--- src/rtl/avalon_st_sink.sv ---
// avalon_st_sink
//   Receiving end of an 8-bit valid/ready Avalon-ST stream. Drives a registered
//   ready with a ready latency of 0 or 1 cycles, buffers accepted beats in a
//   small circular FIFO and presents them in order on a show-ahead valid/ready
//   port. Counts accepted beats and flags source protocol violations.
//
// Ports
//   clk          in   1        single clock, posedge
//   resetn       in   1        asynchronous active-low reset
//   valid        in   1        source beat valid
//   ready        out  1        sink may accept (registered)
//   data         in   8        source beat data
//   out_valid    out  1        FIFO not empty
//   out_ready    in   1        downstream pops head when out_valid & out_ready
//   out_data     out  8        FIFO head, 0 while empty
//   beat_count   out  COUNT_W  accepted beats since reset, wraps
//   protocol_err out  1        sticky; valid seen while not permitted
module avalon_st_sink #(
    parameter int unsigned DEPTH         = 4,
    parameter int unsigned READY_LATENCY = 1,
    parameter int unsigned COUNT_W       = 16
) (
    input  logic               clk,
    input  logic               resetn,
    input  logic               valid,
    output logic               ready,
    input  logic [7:0]         data,
    output logic               out_valid,
    input  logic               out_ready,
    output logic [7:0]         out_data,
    output logic [COUNT_W-1:0] beat_count,
    output logic               protocol_err
);

    localparam int unsigned PTR_W = (DEPTH > 1) ? $clog2(DEPTH) : 1;
    localparam int unsigned CNT_W = PTR_W + 1;
    localparam logic [CNT_W-1:0] FULL_LVL  = CNT_W'(DEPTH);
    localparam logic [CNT_W-1:0] READY_LVL = CNT_W'(DEPTH - 1 - READY_LATENCY);

    logic               ready_q, ready_d;
    logic               ready_dly_q, ready_dly_d;
    logic [PTR_W-1:0]   wr_ptr_q, wr_ptr_d;
    logic [PTR_W-1:0]   rd_ptr_q, rd_ptr_d;
    logic [CNT_W-1:0]   count_q, count_d;
    logic [COUNT_W-1:0] beat_count_q, beat_count_d;
    logic               protocol_err_q, protocol_err_d;
    logic [7:0]         mem_q [DEPTH];
    logic [7:0]         mem_d [DEPTH];

    logic permit;
    logic full;
    logic push;
    logic pop;

    always_comb begin
        // Beats are only legal READY_LATENCY cycles after ready was seen high.
        permit      = (READY_LATENCY == 0) ? ready_q : ready_dly_q;
        ready_dly_d = ready_q;
        full        = (count_q == FULL_LVL);
        push        = valid & permit & ~full;
        pop         = (count_q != '0) & out_ready;

        wr_ptr_d = wr_ptr_q + PTR_W'(push);
        rd_ptr_d = rd_ptr_q + PTR_W'(pop);

        count_d = count_q;
        if (push && !pop) begin
            count_d = count_q + CNT_W'(1);
        end else if (pop && !push) begin
            count_d = count_q - CNT_W'(1);
        end

        mem_d = mem_q;
        if (push) begin
            mem_d[wr_ptr_q] = data;
        end

        beat_count_d = beat_count_q + COUNT_W'(push);

        // Any valid that is not accepted is a violation: either not permitted,
        // or permitted into a full FIFO (unreachable while ready is honoured).
        protocol_err_d = protocol_err_q | (valid & ~push);

        // Leave room for beats that may still arrive within the ready latency.
        ready_d = (count_d <= READY_LVL);
    end

    always_ff @(posedge clk or negedge resetn) begin
        if (!resetn) begin
            ready_q        <= 1'b0;
            ready_dly_q    <= 1'b0;
            wr_ptr_q       <= '0;
            rd_ptr_q       <= '0;
            count_q        <= '0;
            beat_count_q   <= '0;
            protocol_err_q <= 1'b0;
            for (int unsigned i = 0; i < DEPTH; i++) begin
                mem_q[i] <= '0;
            end
        end else begin
            ready_q        <= ready_d;
            ready_dly_q    <= ready_dly_d;
            wr_ptr_q       <= wr_ptr_d;
            rd_ptr_q       <= rd_ptr_d;
            count_q        <= count_d;
            beat_count_q   <= beat_count_d;
            protocol_err_q <= protocol_err_d;
            mem_q          <= mem_d;
        end
    end

    always_comb begin
        ready        = ready_q;
        out_valid    = (count_q != '0);
        out_data     = out_valid ? mem_q[rd_ptr_q] : '0;
        beat_count   = beat_count_q;
        protocol_err = protocol_err_q;
    end

endmodule

--- config.mk ---
export PLATFORM = sky130hd
export DESIGN_NAME = avalon_st_sink
export DESIGN_NICKNAME = d
export VERILOG_FILES = /design/src/rtl/avalon_st_sink.sv
export SDC_FILE = /design/constraint.sdc
export NUM_CORES = 1
export LEC_CHECK = 0
export ABC_AREA = 1
export CORE_UTILIZATION = 58
export CTS_CLUSTER_SIZE = 14
export DETAILED_ROUTE_END_ITERATION = 8
export GPL_TIMING_DRIVEN = 0
export PLACE_DENSITY = 0.84
export SLEW_MARGIN = 20
export SYNTH_ARGS = -nofsm -noshare
export SYNTH_HDL_FRONTEND = slang
export SYNTH_SLANG_ARGS = --single-unit
--- constraint.sdc ---
create_clock -name clk -period 4.02 [get_ports clk]
set_input_delay 0.402 -clock clk [delete_from_list [all_inputs] [get_ports clk]]
set_output_delay 0.402 -clock clk [all_outputs]
set_load 0.05 [all_outputs]
* Word-level counts from Yosys, hierarchy flattened
Cells that the tools add are included.
** Storage, ports and cells
- Register bits after elaboration :: 58
- Input bits :: 12
- Word-level logic and storage cells :: 45
** Cells by class
- Equality and inequality tests :: 1
- Add/subtract/negate cells :: 5
- Reductions and logical operators :: 6
- Multiplexer cells :: 9
- Bitwise logic cells :: 9
- $lt $le $gt $ge :: 4
** Operator list (count)
- 32-bit bitwise mux :: 1
- 8-bit two-way mux :: 4
- 16-bit by 1-bit adder with 16-bit output :: 1
- 8-bit binary-select mux with 2-bit select :: 1
- 8-bit demux with 2-bit select :: 1
- 3-bit >= comparator (second input constant) :: 2
- 3-bit two-way mux :: 2
- 2-bit NOT with 3-bit output :: 2
- 2-bit by 1-bit adder with 2-bit output :: 2
- 1-bit bitwise AND :: 4
- 3-bit by 1-bit adder with 3-bit output (second input constant) :: 1
- 3-bit equality test (second input constant) :: 1
- 3-bit by 2-bit <= comparator with 1-bit output (second input constant) :: 1
- 1-bit logical AND :: 3
- 3-bit by 1-bit < comparator with 1-bit output (second input constant) :: 1
- 3-bit nonzero test :: 1
- 3-bit by 1-bit subtractor with 3-bit output (second input constant) :: 1
- 1-bit logical NOT :: 2
- 1-bit NOT :: 2
- 1-bit OR :: 1

* Longest topological paths before layout
- Depth in word-level cells :: 8
- Depth in mapped cells :: 14
- Mapped depth without buffers :: 14

* Worst setup path before layout
No wires, ideal clock.
- Path type :: register to output
- Start point :: register count_q[0]
- End point :: output port out_data[0]
- Required time :: 3618 ps
- Data arrival time :: 2025 ps
- Slack :: 1593 ps
- Cell stages (with the launch flop) :: 6
- Buffers on the path :: 0
- Path through :: dfrtp_1 -> inv_1 -> ha_1 -> nand2_1 -> inv_1 -> a21oi_1
** Between the ends
- Longest elaborated chain between the ends :: 2
** RTL lines
- from (decl) :: RTL line 44 : logic [CNT_W-1:0] count_q, count_d;
- from (signal assigned) :: RTL line 105 : count_q <= count_d;
- 3-bit nonzero test :: RTL line 114 : out_valid = (count_q != '0);
- named net out_valid :: RTL line 28 : output logic out_valid,
- 8-bit two-way mux :: RTL line 115 : out_data = out_valid ? mem_q[rd_ptr_q] : '0;
- to (decl) :: RTL line 30 : output logic [7:0] out_data,
The timed path passes the listed nets, and every way through them passes these cells.

* Final worst setup path
- Start point :: register rd_ptr_q[0]
- End point :: output port out_data[0]
** Between the ends
- Longest elaborated chain between the ends :: 5
** RTL lines
- from (decl) :: RTL line 43 : logic [PTR_W-1:0] rd_ptr_q, rd_ptr_d;
- from (signal assigned) :: RTL line 104 : rd_ptr_q <= rd_ptr_d;
- 2-bit NOT with 3-bit output (not written as such) :: RTL line 115
- 8-bit binary-select mux with 2-bit select :: RTL line 115
- 8-bit two-way mux (not written as such) (2 in series) :: RTL line 115
- 8-bit two-way mux :: RTL line 115
Every way passes these cells. The select of a mux whose other input is x is not followed.

==> metrics.txt <==
worst IR drop on VDD 580 µV; number of I/O port buffers 38; Critical Path Start Type flip-flop; number of global-route vias before repair 2152; count of final setup violators 0; post-layout total power 2.94 mW; Final Slew Violations 0; cell at the root of the clock tree sky130_fd_sc_hd__clkbuf_8; max-cap violations 0; Initial Utilization 61.3%; instance area at placement 0.00315 mm²; Worst Path Max Fanout 10; compound-cell area share of the yosys netlist 11.3%; WL per Instance 14.2 µm; number of core rows 24; commonest register cell after synthesis sky130_fd_sc_hd__dfrtp_1; vias after detailed routing 2237; worst clock skew on the final layout 0.0135 ns; Post-Syn Nets 323; final count of hold timing violations 0; wire length of the first global-routing pass 9850 µm; wire length reported by the detailed router 5840 µm; antenna violations before repair 0; clock period minus final worst setup slack 2.96 ns; cell taking the most area after synthesis sky130_fd_sc_hd__dfrtp_1; Worst Path Class, Setup reg -> out; proportion of synthesized flip-flops having asynchronous set or reset 100%; P_leak 1.62 nW; number of synthesis warnings 0; area added between synthesis and finish 23.9%; post-route cell area 0.00335 mm²; antenna cells 0; achievable clock frequency 338 MHz; DRC violation count after routing 0; adder and majority gate portion of the synthesized area 1.85%; x dimension of the die 70.3 µm; post-cts repair resize count 0; DR vias/cell 5.43; Pre-Repair DR Iteration Count 4; xor and xnor fraction of the mapped netlist area 4.53%; GRT Residual Overflow 0; total routing resource utilization after global routing 26.2%; commonest cells after routing, fill and taps aside sky130_fd_sc_hd__nand2_1, sky130_fd_sc_hd__dfrtp_1, sky130_fd_sc_hd__nor2_1; final HPWL from detailed placement 3940 µm; top cell type's share of synthesized area 53.6%; clock tree sinks 58; crit path capture type output pin; RSZ-0062 raised after global routing false; Worst Tran Pin Value 0.719 ns; Slew Limit Headroom 52.0%; most frequent standard cell in the layout excluding fill and tap cells sky130_fd_sc_hd__nand2_1; outcome completed; antenna-violating nets left 0; portion of netlist area occupied by mux cells 0%; count of buffers added by post-CTS timing repair for setup 0; main combinational cell family by area after synthesis simple AND/OR/NAND/NOR gates; chip height 70.3 µm; total power density per cell area 878 mW/mm²; Setup TNS Final 0 ns; number of instances in the synthesized netlist 307; endpoint required time on the critical path 3.62 ns; clock tree from TritonCTS built; dominant cells by area after synthesis sky130_fd_sc_hd__dfrtp_1, sky130_fd_sc_hd__nand2_1, sky130_fd_sc_hd__nor2_1, sky130_fd_sc_hd__o21ai_1, sky130_fd_sc_hd__inv_1; I/O pin count 39; Post-layout nets 372; count of hold buffers inserted by post-cts repair 0; number of enable-type register cells in the synthesized netlist 0; simple-gate area share of the yosys netlist 23.6%; maximum number of pins on one net before global-route repair 59; core outline area 0.00441 mm²; number of buffers on the longest clock path 2; number of distinct library cells after synthesis 26; class of the most critical hold timing path in -> async; Cell Area, Synth 0.00271 mm²; drt initial violations 244; CTS H-tree lvls 3; Seq cells post-synth 58; clock latency of the later-clocked register in the worst-skew pair 0.34 ns; sequential cell area fraction in the yosys report 53.6%; proportion of layout cells with a drive suffix above 1 11.1%; clk slew on worst S/H paths 0.06 ns; final weighted congestion in routability-driven placement 0.768; die area 0.00494 mm²; post-route clock period utilization 73.5%; average cell area after synthesis 8.82 µm²; critical path data arrival time 2.55 ns; TritonCTS Buffers 9
-- state kept, by name, indices dropped and copies added (netlist names) --
name and count:
count_q 3, protocol_err 1, wr_ptr_q 2, permit 1, rd_ptr_q 2, beat_count 16, ready 1, mem_q 32
-- Yosys cell counts, types with 4 or more instances --
library cell              count
sky130_fd_sc_hd__xnor2_1      6
sky130_fd_sc_hd__dfrtp_1     58
sky130_fd_sc_hd__nand2_1     64
sky130_fd_sc_hd__nand2_2      4
sky130_fd_sc_hd__nor2_1      43
sky130_fd_sc_hd__nand3_1     14
sky130_fd_sc_hd__a21oi_1      9
sky130_fd_sc_hd__ha_1         4
sky130_fd_sc_hd__inv_1       23
sky130_fd_sc_hd__o21ai_0     17
sky130_fd_sc_hd__buf_2        6
sky130_fd_sc_hd__o21ai_1     32
sky130_fd_sc_hd__nor2_2       5
sky130_fd_sc_hd__xor2_1       8
-- metal layers --
metal / track usage (%) / vias to the layer above / share of wire (%)
li1: - / 1085 / -
met5: 0 / - / 0
met4: 11.6 / 0 / 1.5
met3: 6.20 / 8 / 4.7
met2: 42.2 / 59 / 49
met1: 33.5 / 1085 / 44
-- critical path, cell delays in order (launching register included) --
cell and delay [ns]:
sky130_fd_sc_hd__dfrtp_1 0.36, sky130_fd_sc_hd__buf_2 0.19, sky130_fd_sc_hd__inv_2 0.15, sky130_fd_sc_hd__clkbuf_1 0.35, sky130_fd_sc_hd__o21ai_0 0.16, sky130_fd_sc_hd__a21oi_1 0.18, sky130_fd_sc_hd__clkdlybuf4s50_1 0.84
-- stage by stage --
stage	hold WS, ns	instances	setup slack, ns	utilization, %
2_1_floorplan	0.106	307	1.59	-
5_1_grt	0.189	412	0.919	76.0
4_1_cts	0.148	412	1.05	76.0
3_5_place_dp	0.365	397	1.42	71.3
3_3_place_gp	0.358	397	0.806	71.4
6_report	0.119	412	1.06	76.0
-- worst paths after layout --
kind / from / end / slack, ns / cells after the start
setup / recovery: rd_ptr_q[0] / out_data[0] / 1.06 / 6
hold / removal: resetn / mem_q[25] / 0.12 / 1
setup reg to reg: count_q[0] / beat_count[14] / 1.70 / 14
hold reg to reg: ready / permit / 0.38 / 0
max in group asynchronous: resetn / beat_count[5] / 3.41 / 1
min in group clk: ready / permit / 0.38 / 0
-- kinds of logic after synthesis --
kind of cell | after synthesis
buf+inv | 33
compound gates | 60
simple gates | 138
flops | 58
fa+ha+maj | 4
xor+xnor | 14
-- where the power goes --
| part | switching, mW | internal [mW] | total, mW | leakage (nW) |
|---|---|---|---|---|
| registers | 0.154 | 0.811 | 0.964 | 0.731 |
| clock network | 0.219 | 0.333 | 0.552 | 0.106 |
| logic | 0.953 | 0.474 | 1.43 | 0.788 |
| total | 1.33 | 1.62 | 2.94 | 1.62 |
-- cell type report --
class / count / area [µm²]
Sequential cell: 58 / 1450
Multi-Input combinational cell: 216 / 1120
Fill cell: 317 / 1060
Timing Repair Buffer: 38 / 378
Clock buffer: 13 / 169
Inverter: 25 / 93.8
Tap cell: 52 / 65.1
Buffer: 8 / 45.0
Clock inverter: 2 / 35.0
(Power assumes the default switching activity.)
